File: config.mk
export PLATFORM = sky130hd
export DESIGN_NAME = wbu_commit
export DESIGN_NICKNAME = d
export VERILOG_FILES = /design/src/rtl/wbu_pkg.sv /design/src/rtl/wbu_queue.sv /design/src/rtl/wbu_commit.sv
export SDC_FILE = /design/constraint.sdc
export NUM_CORES = 1
export LEC_CHECK = 0
export BUFFER_PORTS_ARGS = -buffer_cell sky130_fd_sc_hd__buf_4
export CORE_ASPECT_RATIO = 1.25
export CORE_MARGIN = 2
export CORE_UTILIZATION = 55
export DETAILED_ROUTE_END_ITERATION = 8
export PLACE_DENSITY = 0.77
export SYNTH_ARGS = -nofsm -noshare
export SYNTH_HDL_FRONTEND = slang
export SYNTH_SLANG_ARGS = --single-unit
export TNS_END_PERCENT = 100
File: constraint.sdc
create_clock -name clk -period 6.1 [get_ports clk]
set_clock_uncertainty 0.1 [all_clocks]
set_input_delay 1.83 -clock clk [delete_from_list [all_inputs] [get_ports clk]]
set_output_delay 1.83 -clock clk [all_outputs]
set_load 0.005 [all_outputs]
File: src/rtl/wbu_pkg.sv
// Shared types and constants for the writeback/commit unit.
package wbu_pkg;

  localparam int XLEN          = 32;
  localparam int REG_AW        = 5;
  localparam int DEPTH_DEFAULT = 4;

  // One in-order queue slot. dv marks that data holds the final rd value.
  typedef struct packed {
    logic              wen;
    logic [REG_AW-1:0] rd;
    logic              is_load;
    logic              dv;
    logic [XLEN-1:0]   data;
  } wbu_entry_t;

endpackage

File: src/rtl/wbu_queue.sv
// Circular in-order result buffer with head/tail pointers and in-order load fill.
module wbu_queue
  import wbu_pkg::*;
#(
  parameter int DEPTH = DEPTH_DEFAULT
) (
  input  logic                          clk,
  input  logic                          rst,
  input  logic                          enq_i,
  input  wbu_entry_t                    enq_entry_i,
  input  logic                          deq_i,
  input  logic                          rsp_valid_i,
  input  logic [XLEN-1:0]               rsp_data_i,
  output logic                          full_o,
  output logic                          empty_o,
  output logic                          head_wen_o,
  output logic [REG_AW-1:0]             head_rd_o,
  output logic                          head_dv_o,
  output logic [XLEN-1:0]               head_data_o,
  output logic [DEPTH-1:0]              pend_wen_o,
  output logic [DEPTH-1:0][REG_AW-1:0]  pend_rd_o,
  output logic                          orphan_o
);

  localparam int AW = (DEPTH > 1) ? $clog2(DEPTH) : 1;
  localparam int CW = AW + 1;

  logic [AW-1:0]               head_q, head_d;
  logic [AW-1:0]               tail_q, tail_d;
  logic [CW-1:0]               count_q, count_d;
  wbu_entry_t [DEPTH-1:0]      mem_q, mem_d;

  logic                        ld_found;
  logic [AW-1:0]               ld_ptr;
  logic                        fill;

  assign full_o      = (count_q == CW'(DEPTH));
  assign empty_o     = (count_q == '0);
  assign head_wen_o  = mem_q[head_q].wen;
  assign head_rd_o   = mem_q[head_q].rd;
  assign head_dv_o   = mem_q[head_q].dv;
  assign head_data_o = mem_q[head_q].data;
  assign fill        = rsp_valid_i && ld_found;
  assign orphan_o    = rsp_valid_i && !ld_found;

  // Load pointer: oldest stored entry still waiting for LSU data, searched from head.
  always_comb begin
    logic [AW-1:0] idx;
    ld_found = 1'b0;
    ld_ptr   = head_q;
    idx      = head_q;
    for (int i = 0; i < DEPTH; i++) begin
      idx = head_q + AW'(i);
      if (!ld_found && (CW'(i) < count_q) && mem_q[idx].is_load && !mem_q[idx].dv) begin
        ld_found = 1'b1;
        ld_ptr   = idx;
      end
    end
  end

  // Per-slot view of pending register writes for the hazard compare.
  always_comb begin
    logic [AW-1:0] off;
    off = '0;
    for (int i = 0; i < DEPTH; i++) begin
      off           = AW'(i) - head_q;
      pend_wen_o[i] = (CW'(off) < count_q) && mem_q[i].wen;
      pend_rd_o[i]  = mem_q[i].rd;
    end
  end

  // Next pointer/occupancy and slot contents; fill and enqueue never target the same slot.
  always_comb begin
    head_d  = head_q + AW'(deq_i);
    tail_d  = tail_q + AW'(enq_i);
    count_d = count_q + CW'(enq_i) - CW'(deq_i);
    mem_d   = mem_q;
    if (fill) begin
      mem_d[ld_ptr].data = rsp_data_i;
      mem_d[ld_ptr].dv   = 1'b1;
    end
    if (enq_i) begin
      mem_d[tail_q] = enq_entry_i;
    end
  end

  // Control state: pointers and occupancy, cleared asynchronously.
  always_ff @(posedge clk or posedge rst) begin
    if (rst) begin
      head_q  <= '0;
      tail_q  <= '0;
      count_q <= '0;
    end else begin
      head_q  <= head_d;
      tail_q  <= tail_d;
      count_q <= count_d;
    end
  end

  // Slot storage; contents are only meaningful inside the occupied window.
  always_ff @(posedge clk) begin
    mem_q <= mem_d;
  end

endmodule

File: src/rtl/wbu_commit.sv
// In-order writeback/commit: queue results, retire one per cycle to the GPR write port.
module wbu_commit
  import wbu_pkg::*;
#(
  parameter int DEPTH = DEPTH_DEFAULT,
  parameter int XLEN  = wbu_pkg::XLEN,
  parameter int CNT_W = 32
) (
  input  logic              clk,
  input  logic              rst,
  input  logic              in_valid,
  output logic              in_ready,
  input  logic              in_wen,
  input  logic [4:0]        in_rd,
  input  logic              in_is_load,
  input  logic [XLEN-1:0]   in_data,
  input  logic              mem_rsp_valid,
  input  logic [XLEN-1:0]   mem_rsp_data,
  output logic              rf_wen,
  output logic [4:0]        rf_waddr,
  output logic [XLEN-1:0]   rf_wdata,
  input  logic [4:0]        hz_rs1_addr,
  input  logic [4:0]        hz_rs2_addr,
  output logic              hz_rs1,
  output logic              hz_rs2,
  output logic [CNT_W-1:0]  retired_cnt,
  output logic              err_orphan_rsp
);

  // Queue storage width comes from the package; a mismatched override cannot work.
  if (XLEN != wbu_pkg::XLEN || DEPTH < 2 || (DEPTH & (DEPTH - 1)) != 0) begin : g_bad_cfg
    $error("wbu_commit: XLEN must equal wbu_pkg::XLEN and DEPTH must be a power of 2 >= 2");
  end

  logic                          q_full, q_empty, orphan;
  logic                          head_wen, head_dv;
  logic [REG_AW-1:0]             head_rd;
  logic [XLEN-1:0]               head_data;
  logic [DEPTH-1:0]              pend_wen;
  logic [DEPTH-1:0][REG_AW-1:0]  pend_rd;
  logic                          enq, retire;
  wbu_entry_t                    enq_entry;

  logic                          rf_wen_q, rf_wen_d;
  logic [REG_AW-1:0]             rf_waddr_q, rf_waddr_d;
  logic [XLEN-1:0]               rf_wdata_q, rf_wdata_d;
  logic [CNT_W-1:0]              retired_cnt_q, retired_cnt_d;
  logic                          err_q, err_d;

  // Backpressure depends on occupancy only, never on a same-cycle retire.
  assign in_ready = !q_full;
  assign enq      = in_valid && !q_full;
  assign retire   = !q_empty && head_dv;

  // Build the entry; loads start without data and are completed by the LSU.
  always_comb begin
    enq_entry.wen     = in_wen;
    enq_entry.rd      = in_rd;
    enq_entry.is_load = in_is_load;
    enq_entry.dv      = !in_is_load;
    enq_entry.data    = in_is_load ? '0 : in_data;
  end

  wbu_queue #(
    .DEPTH (DEPTH)
  ) u_queue (
    .clk         (clk),
    .rst         (rst),
    .enq_i       (enq),
    .enq_entry_i (enq_entry),
    .deq_i       (retire),
    .rsp_valid_i (mem_rsp_valid),
    .rsp_data_i  (mem_rsp_data),
    .full_o      (q_full),
    .empty_o     (q_empty),
    .head_wen_o  (head_wen),
    .head_rd_o   (head_rd),
    .head_dv_o   (head_dv),
    .head_data_o (head_data),
    .pend_wen_o  (pend_wen),
    .pend_rd_o   (pend_rd),
    .orphan_o    (orphan)
  );

  // Retire stage next state: x0 writes retire and count but never enable the GPR.
  always_comb begin
    rf_wen_d      = 1'b0;
    rf_waddr_d    = rf_waddr_q;
    rf_wdata_d    = rf_wdata_q;
    retired_cnt_d = retired_cnt_q;
    err_d         = err_q | orphan;
    if (retire) begin
      rf_wen_d      = head_wen && (head_rd != '0);
      rf_waddr_d    = head_rd;
      rf_wdata_d    = head_data;
      retired_cnt_d = retired_cnt_q + CNT_W'(1);
    end
  end

  // Registered GPR write port, retire counter and sticky orphan flag.
  always_ff @(posedge clk or posedge rst) begin
    if (rst) begin
      rf_wen_q      <= 1'b0;
      rf_waddr_q    <= '0;
      rf_wdata_q    <= '0;
      retired_cnt_q <= '0;
      err_q         <= 1'b0;
    end else begin
      rf_wen_q      <= rf_wen_d;
      rf_waddr_q    <= rf_waddr_d;
      rf_wdata_q    <= rf_wdata_d;
      retired_cnt_q <= retired_cnt_d;
      err_q         <= err_d;
    end
  end

  assign rf_wen         = rf_wen_q;
  assign rf_waddr       = rf_waddr_q;
  assign rf_wdata       = rf_wdata_q;
  assign retired_cnt    = retired_cnt_q;
  assign err_orphan_rsp = err_q;

  // RAW hazard: any queued writer or the not-yet-consumed output stage; x0 never hazards.
  always_comb begin
    hz_rs1 = rf_wen_q && (rf_waddr_q == hz_rs1_addr);
    hz_rs2 = rf_wen_q && (rf_waddr_q == hz_rs2_addr);
    for (int i = 0; i < DEPTH; i++) begin
      if (pend_wen[i] && (pend_rd[i] == hz_rs1_addr)) hz_rs1 = 1'b1;
      if (pend_wen[i] && (pend_rd[i] == hz_rs2_addr)) hz_rs2 = 1'b1;
    end
    if (hz_rs1_addr == '0) hz_rs1 = 1'b0;
    if (hz_rs2_addr == '0) hz_rs2 = 1'b0;
  end

endmodule

==> reports/qor.txt, run 1 <==
Status = completed
Main synth FF type = dfxtp_1
First drt pass iteration count = 5
Height of the die = 166.1 µm
Leakage = 5.708 nW
Post-Route WL = 28010 µm
Clock Latency Late Sink = 0.51 ns
Final setup violating endpoints = 0
Worst path max stage delay = 1.08 ns
Footprint of the multi-input gates = 5708 µm²
WL per Instance = 18.48 µm
Req. time, crit path = 4.17 ns
Most frequent cells in the layout = 171 x buf_4, 132 x dfxtp_1, 93 x o22ai_1, 88 x nand2_1, 81 x nor2_1
# clock sinks = 238
Final net count = 1321
Commonest non-fill, non-tap cell in the layout = buf_4
Clock Path Buffers = 3
Peak Freq = 198.1 MHz
Post-synth ARST share = 32.77%
Worst hold path startpoint = retired_cnt[31]
Clock root buffer = clkbuf_16
CTS clk-pin slew, worst paths = 0.06 ns
Post-synth EDFFs = 28
GP Congestion = 0.8251
Synthesized area per cell = 10.46 µm²
Starting DRT DRC Count = 560
VDD IR max = 0.0003162 V
Relative slew slack = 30.63%
Period minus WS final = 5.048 ns
YS warnings = 0
Number of cells on the critical path = 9
H-tree depth = 1
Worst Setup SP = u_queue.head_q[0]
Post-synth cell types = 52
# port buffers = 158
Largest net degree at the start of global routing = 56
Die width = 133.7 µm
# IOs = 159
Core ar. = 20740 µm²
Initial antenna violation count = 0
DPL Wire Length = 18090 µm
Reg-to-reg setup timing slack = 2.06 ns
Layout cell share with drive strength beyond 1 = 24.24%
GRT Overall Usage = 25.15%
Crit path buf inv count = 2
Fill cells = 1663
Synth Register Bits = 238
Number of max-cap violations = 0
CP cell instances = xnor2_1, inv_1, ha_1, a21oi_1, o21ai_0, nor4_1, nor3_1, a21oi_1, buf_4
Fin Setup TNS = 0 ns
Most common cell on crit path = a21oi_1
CP Capture Type = primary output
Family with the most delay on the worst path = flip-flops
Critical path destination = hz_rs1
Vias in the first global route = 8820
Sequential area share after synthesis = 47.01%
Crit path max fanout = 52
Worst R2R Path Depth = 9
Setup CP Type = flip-flop to primary output
Area grow syn2layout = 17.99%
Crit Reg-Reg Endpoint = u_queue.mem_q[8]
Hold buffers post-CTS = 0
Diodes inserted = 0
Cts bufs inserted = 24
Rows = 59
Final instance area = 13640 µm²
TritonCTS clock tree = built
Min-delay worst type = flip-flop to flip-flop
First-pass GRT wire length = 45420 µm
GR Overflow Total = 0
Slowest CP cell = dfrtp_4
Synthesized cell area = 11560 µm²
Worst EP arrival = 3.12 ns
Instance count of the mapped netlist = 1105
Max Slew Vio Count = 0
Via-to-Cell Ratio = 5.811
Sequential cell area = 5440 µm²
Syn Nets = 1202
Critical R2R Launch = u_queue.head_q[0]
# resized after CTS = 0
Via Count = 8809
RSZ-0062 raised after global routing = false
Die Area = 22200 µm²
Slew of the pin with the lowest slew margin = 1.037 ns
Critical Path Start Type = flip-flop
Initial core utilization = 55.73%
Final period util = 82.76%
Final hold vios = 0
Post-CTS setup buffer count = 0
Placed inst area = 12840 µm²
Drt drc = 0
Power Dens Cells = 553.6 nW/µm²
ANT nets after route = 0
[state kept, by name (all words and copies together) (netlist names)]
register           cells
u_queue.mem_q        140
retired_cnt           32
rf_wdata              32
u_queue.pend_rd_o     20
rf_waddr               5
u_queue.count_q        3
u_queue.head_q         2
u_queue.tail_q         2
err_orphan_rsp         1
rf_wen                 1
[worst reg2reg max path, delay by kind of cell, from the launching register on]
family / cells / cell delay, ns
xor gates and xnor gates: 1 / 0.17
DFF: 1 / 1.08
muxes: 2 / 0.87
AOI/OAI and AO/OA: 3 / 0.56
and+or+nand+nor: 2 / 0.70
buffers and inverters: 1 / 0.43
[worst min path at each step]
stage / slack, ns / endpoint / cells after the start
CTS: 0.38 / err_orphan_rsp / 1
global route: 0.40 / err_orphan_rsp / 1
detailed placement: 0.36 / err_orphan_rsp / 1
global placement: 0.36 / retired_cnt[31] / 1
floorplan: 0.36 / u_queue.mem_q[40] / 2
finish: 0.38 / retired_cnt[31] / 1
[synth_stat cells, types with 16 or more instances]
cell      instances  area [µm²]
nand3_1          25       125.1
nor2b_1          34       212.7
o21ai_0          47       235.2
nand2_1          88       330.3
nor2_1           81       304.0
o21ai_1          30       150.1
o22ai_1          93       581.8
edfxtp_1         28       840.8
inv_1            16       60.06
and2_1           23       143.9
clkbuf_1         52       195.2
dfrtp_1          78        1952
xor2_1           33       289.0
mux2_2           37       416.7
mux2i_1          66       660.6
mux4_2           40       900.9
a21oi_1          38       190.2
xnor2_1          54       473.0
dfxtp_1         132        2643
[routing by layer]
| layer | global-route usage [%] | wire length [µm] |
|---|---|---|
| met1 | 32.48 | 11680 |
| met2 | 44.89 | 14450 |
| met3 | 2.289 | 1306 |
| met4 | 7.401 | 580 |
| met5 | 0 | 0 |
[cells by family after synthesis]
logic type	share of synthesized area, %
compound gates	11.20
fa+ha+maj	1.364
buf+inv	3.820
flops	47.01
simple gates	12.90
mux	17.11
xor+xnor	6.591
[layout make-up]
class	count	share of cell area, %
multi-input combinational	772	41.85
sequential	238	39.88
timing repair buffer	171	9.411
clock buffer	38	5.394
tap	274	2.513
clock inverter	6	0.4770
inverter	17	0.4770
[stage by stage]
step	hold WS (ns)	total power, mW	util [%]	std cells	worst slack [ns]
2_1_floorplan	0.3553	5.165	-	1105	1.366
3_3_place_gp	0.3633	5.956	61.90	1472	1.250
3_5_place_dp	0.3624	6.091	61.90	1472	1.251
4_1_cts	0.3842	7.584	65.76	1516	0.9904
5_1_grt	0.4022	8.035	65.76	1516	0.7102
6_report	0.3786	7.552	65.76	1516	1.052
[power breakdown]
group / leakage (nW) / switching, mW / internal (mW)
clock network: 0.391 / 0.608 / 0.874
registers: 2.36 / 0.537 / 2.29
logic: 2.96 / 1.54 / 1.70
total: 5.71 / 2.69 / 4.87
No activity file was read; power rests on OpenSTA's default activity.
==> inputs of run 2 (changes only) <==
--- a/config.mk
+++ b/config.mk
@@ -8,9 +8,9 @@
 export BUFFER_PORTS_ARGS = -buffer_cell sky130_fd_sc_hd__buf_4
 export CORE_ASPECT_RATIO = 1.25
 export CORE_MARGIN = 2
-export CORE_UTILIZATION = 55
+export CORE_UTILIZATION = 52
 export DETAILED_ROUTE_END_ITERATION = 8
-export PLACE_DENSITY = 0.77
+export PLACE_DENSITY = 0.76
 export SYNTH_ARGS = -nofsm -noshare
 export SYNTH_HDL_FRONTEND = slang
 export SYNTH_SLANG_ARGS = --single-unit
==> constraint.sdc (replaced) <==
create_clock -name clk -period 4.3 [get_ports clk]
set_clock_uncertainty 0.1 [all_clocks]
set_input_delay 1.29 -clock clk [delete_from_list [all_inputs] [get_ports clk]]
set_output_delay 1.29 -clock clk [all_outputs]
set_load 0.005 [all_outputs]
==> reports/qor.txt, run 2 (synthesis results as in run 1) <==
Fill cells = 1799
Area grow syn2layout = 19.18%
WL per Instance = 18.86 µm
Commonest non-fill, non-tap cell in the layout = buf_4
CP Capture Type = primary output
Worst hold path startpoint = retired_cnt[31]
CTS clk-pin slew, worst paths = 0.06 ns
Final setup violating endpoints = 0
Setup CP Type = flip-flop to primary output
Met2 usage = 42.25%
Worst R2R Path Depth = 8
Clock root buffer = clkbuf_16
Final net count = 1330
Placed Instances = 1490
# port buffers = 158
Top reg by flops = u_queue.mem_q
Core ar. = 22060 µm²
Number of max-cap violations = 0
Final period util = 94.42%
Die width = 137.4 µm
VDD IR max = 0.0005965 V
Height of the die = 170.7 µm
Req. time, crit path = 2.91 ns
GR Layer Usage met3 = 3.259%
Cts bufs inserted = 24
First drt pass iteration count = 5
Met1 Resource Use GR = 32.03%
Slew of the pin with the lowest slew margin = 1.098 ns
Max Slew Vio Count = 0
Initial antenna violation count = 0
Footprint of the multi-input gates = 5710 µm²
Period minus WS final = 4.060 ns
Via Count = 8912
Net switching power = 3.853 mW
Fin Setup TNS = 0 ns
H-tree depth = 1
Clock Latency Late Sink = 0.51 ns
P_int = 7.017 mW
Starting DRT DRC Count = 579
RSZ-0062 raised after global routing = false
Min-delay worst type = flip-flop to flip-flop
Hold buffers post-CTS = 0
Worst Hold End = retired_cnt[31]
Drt drc = 0
Relative slew slack = 26.50%
Via-to-Cell Ratio = 5.813
Post-Route WL = 28910 µm
Comb pwr share = 44.6%
# IOs = 159
Top Usage Layer GRT = met2
Clock Path Buffers = 3
Sequential cell area = 5440 µm²
Vias in the first global route = 8658
Largest net degree at the start of global routing = 58
TritonCTS clock tree = built
ANT nets after route = 0
Most frequent cells in the layout = 178 x buf_4, 132 x dfxtp_1, 93 x o22ai_1, 87 x nand2_1, 81 x nor2_1
Post-CTS setup buffer count = 0
GR Overflow Total = 0
Diodes inserted = 0
# clock sinks = 238
Status = completed
Critical R2R Launch = u_queue.head_q[1]
Crit Reg-Reg Endpoint = u_queue.mem_q[65]
Final hold vios = 0
Reg-to-reg setup timing slack = 0.85 ns
Critical Path Start Type = flip-flop
First-pass GRT wire length = 45570 µm
Die Area = 23450 µm²
GP Congestion = 0.8472
Clock network fraction of total power = 19.8%
Leakage = 5.780 nW
Layout cell share with drive strength beyond 1 = 25.04%
Peak Freq = 246.3 MHz
Sw Ratio = 35.44%
Crit path max fanout = 12
GRT Overall Usage = 24.50%
Power Dens Cells = 788.9 nW/µm²
DPL Wire Length = 18970 µm
Finished Layout Cells = 1533
# resized after CTS = 0
Hold path depth = 1
Rows = 61
Worst EP arrival = 2.67 ns
Seq pwr share = 35.6%
Largest register FFs = 140
Initial core utilization = 52.41%
[run 2: changes by cell type in the layout (fill, tap and decap cells not counted), sizes merged]
cell / change
buf: +9
bufinv: +1
clkbuf: -2
[run 2: how the worst max path moves through the flow]
stage | slack [ns] | from | end | depth (start not counted)
2_1_floorplan | 0.23 | u_queue.head_q[0] | hz_rs1 | 12
3_5_place_dp | 0.56 | hz_rs2_addr[4] | hz_rs2 | 7
3_3_place_gp | 0.57 | hz_rs1_addr[4] | hz_rs1 | 7
4_1_cts | 0.25 | u_queue.head_q[0] | hz_rs2 | 9
5_1_grt | 0.09 | u_queue.head_q[0] | hz_rs1 | 9
6_report | 0.24 | u_queue.head_q[0] | hz_rs1 | 9
[run 2: critical path, cell delays in order (launching register included)]
cell and delay (ns):
dfrtp_4 0.56, xnor2_1 0.22, inv_1 0.06, ha_1 0.26, a21oi_1 0.12, o21ai_0 0.19, nor4_1 0.34, nor3_1 0.10
a21oi_1 0.18, buf_4 0.13
[run 2: final cells by class]
cell class | count | area share, %
repair buffers | 180 | 9.989
flip-flops and latches | 238 | 39.48
multi-input cells | 772 | 41.45
inverters | 17 | 0.4813
clock inverters | 7 | 0.6720
well taps | 283 | 2.570
clock buffers | 36 | 5.358
[run 2: per-stage QoR]
stage	cell area (µm²)	util [%]	power (mW)	hold WS [ns]	setup slack, ns
CTS	13780	62.47	10.92	0.3803	0.2537
global placement	12950	58.70	8.550	0.3630	0.5659
floorplan	11560	-	7.328	0.3553	0.2288
global route	13780	62.47	11.58	0.3871	0.09448
detailed placement	12950	58.70	8.745	0.3724	0.5550
finish	13780	62.47	10.87	0.3761	0.2399
[run 2: per-layer routing]
layer | vias to the layer above | share of wire, %
met4 | 0 | 2.5
met2 | 302 | 51
met5 | - | 0
met3 | 50 | 5.5
li1 | 4234 | -
met1 | 4326 | 41
[run 2: power groups by stage]
stage	sequential [mW]	combinational (mW)	clock, mW
6_report	3.87	4.85	2.15
5_1_grt	3.97	5.32	2.29
4_1_cts	3.86	4.87	2.19
3_5_place_dp	3.90	4.85	0
3_3_place_gp	3.86	4.69	0
2_1_floorplan	3.70	3.63	0
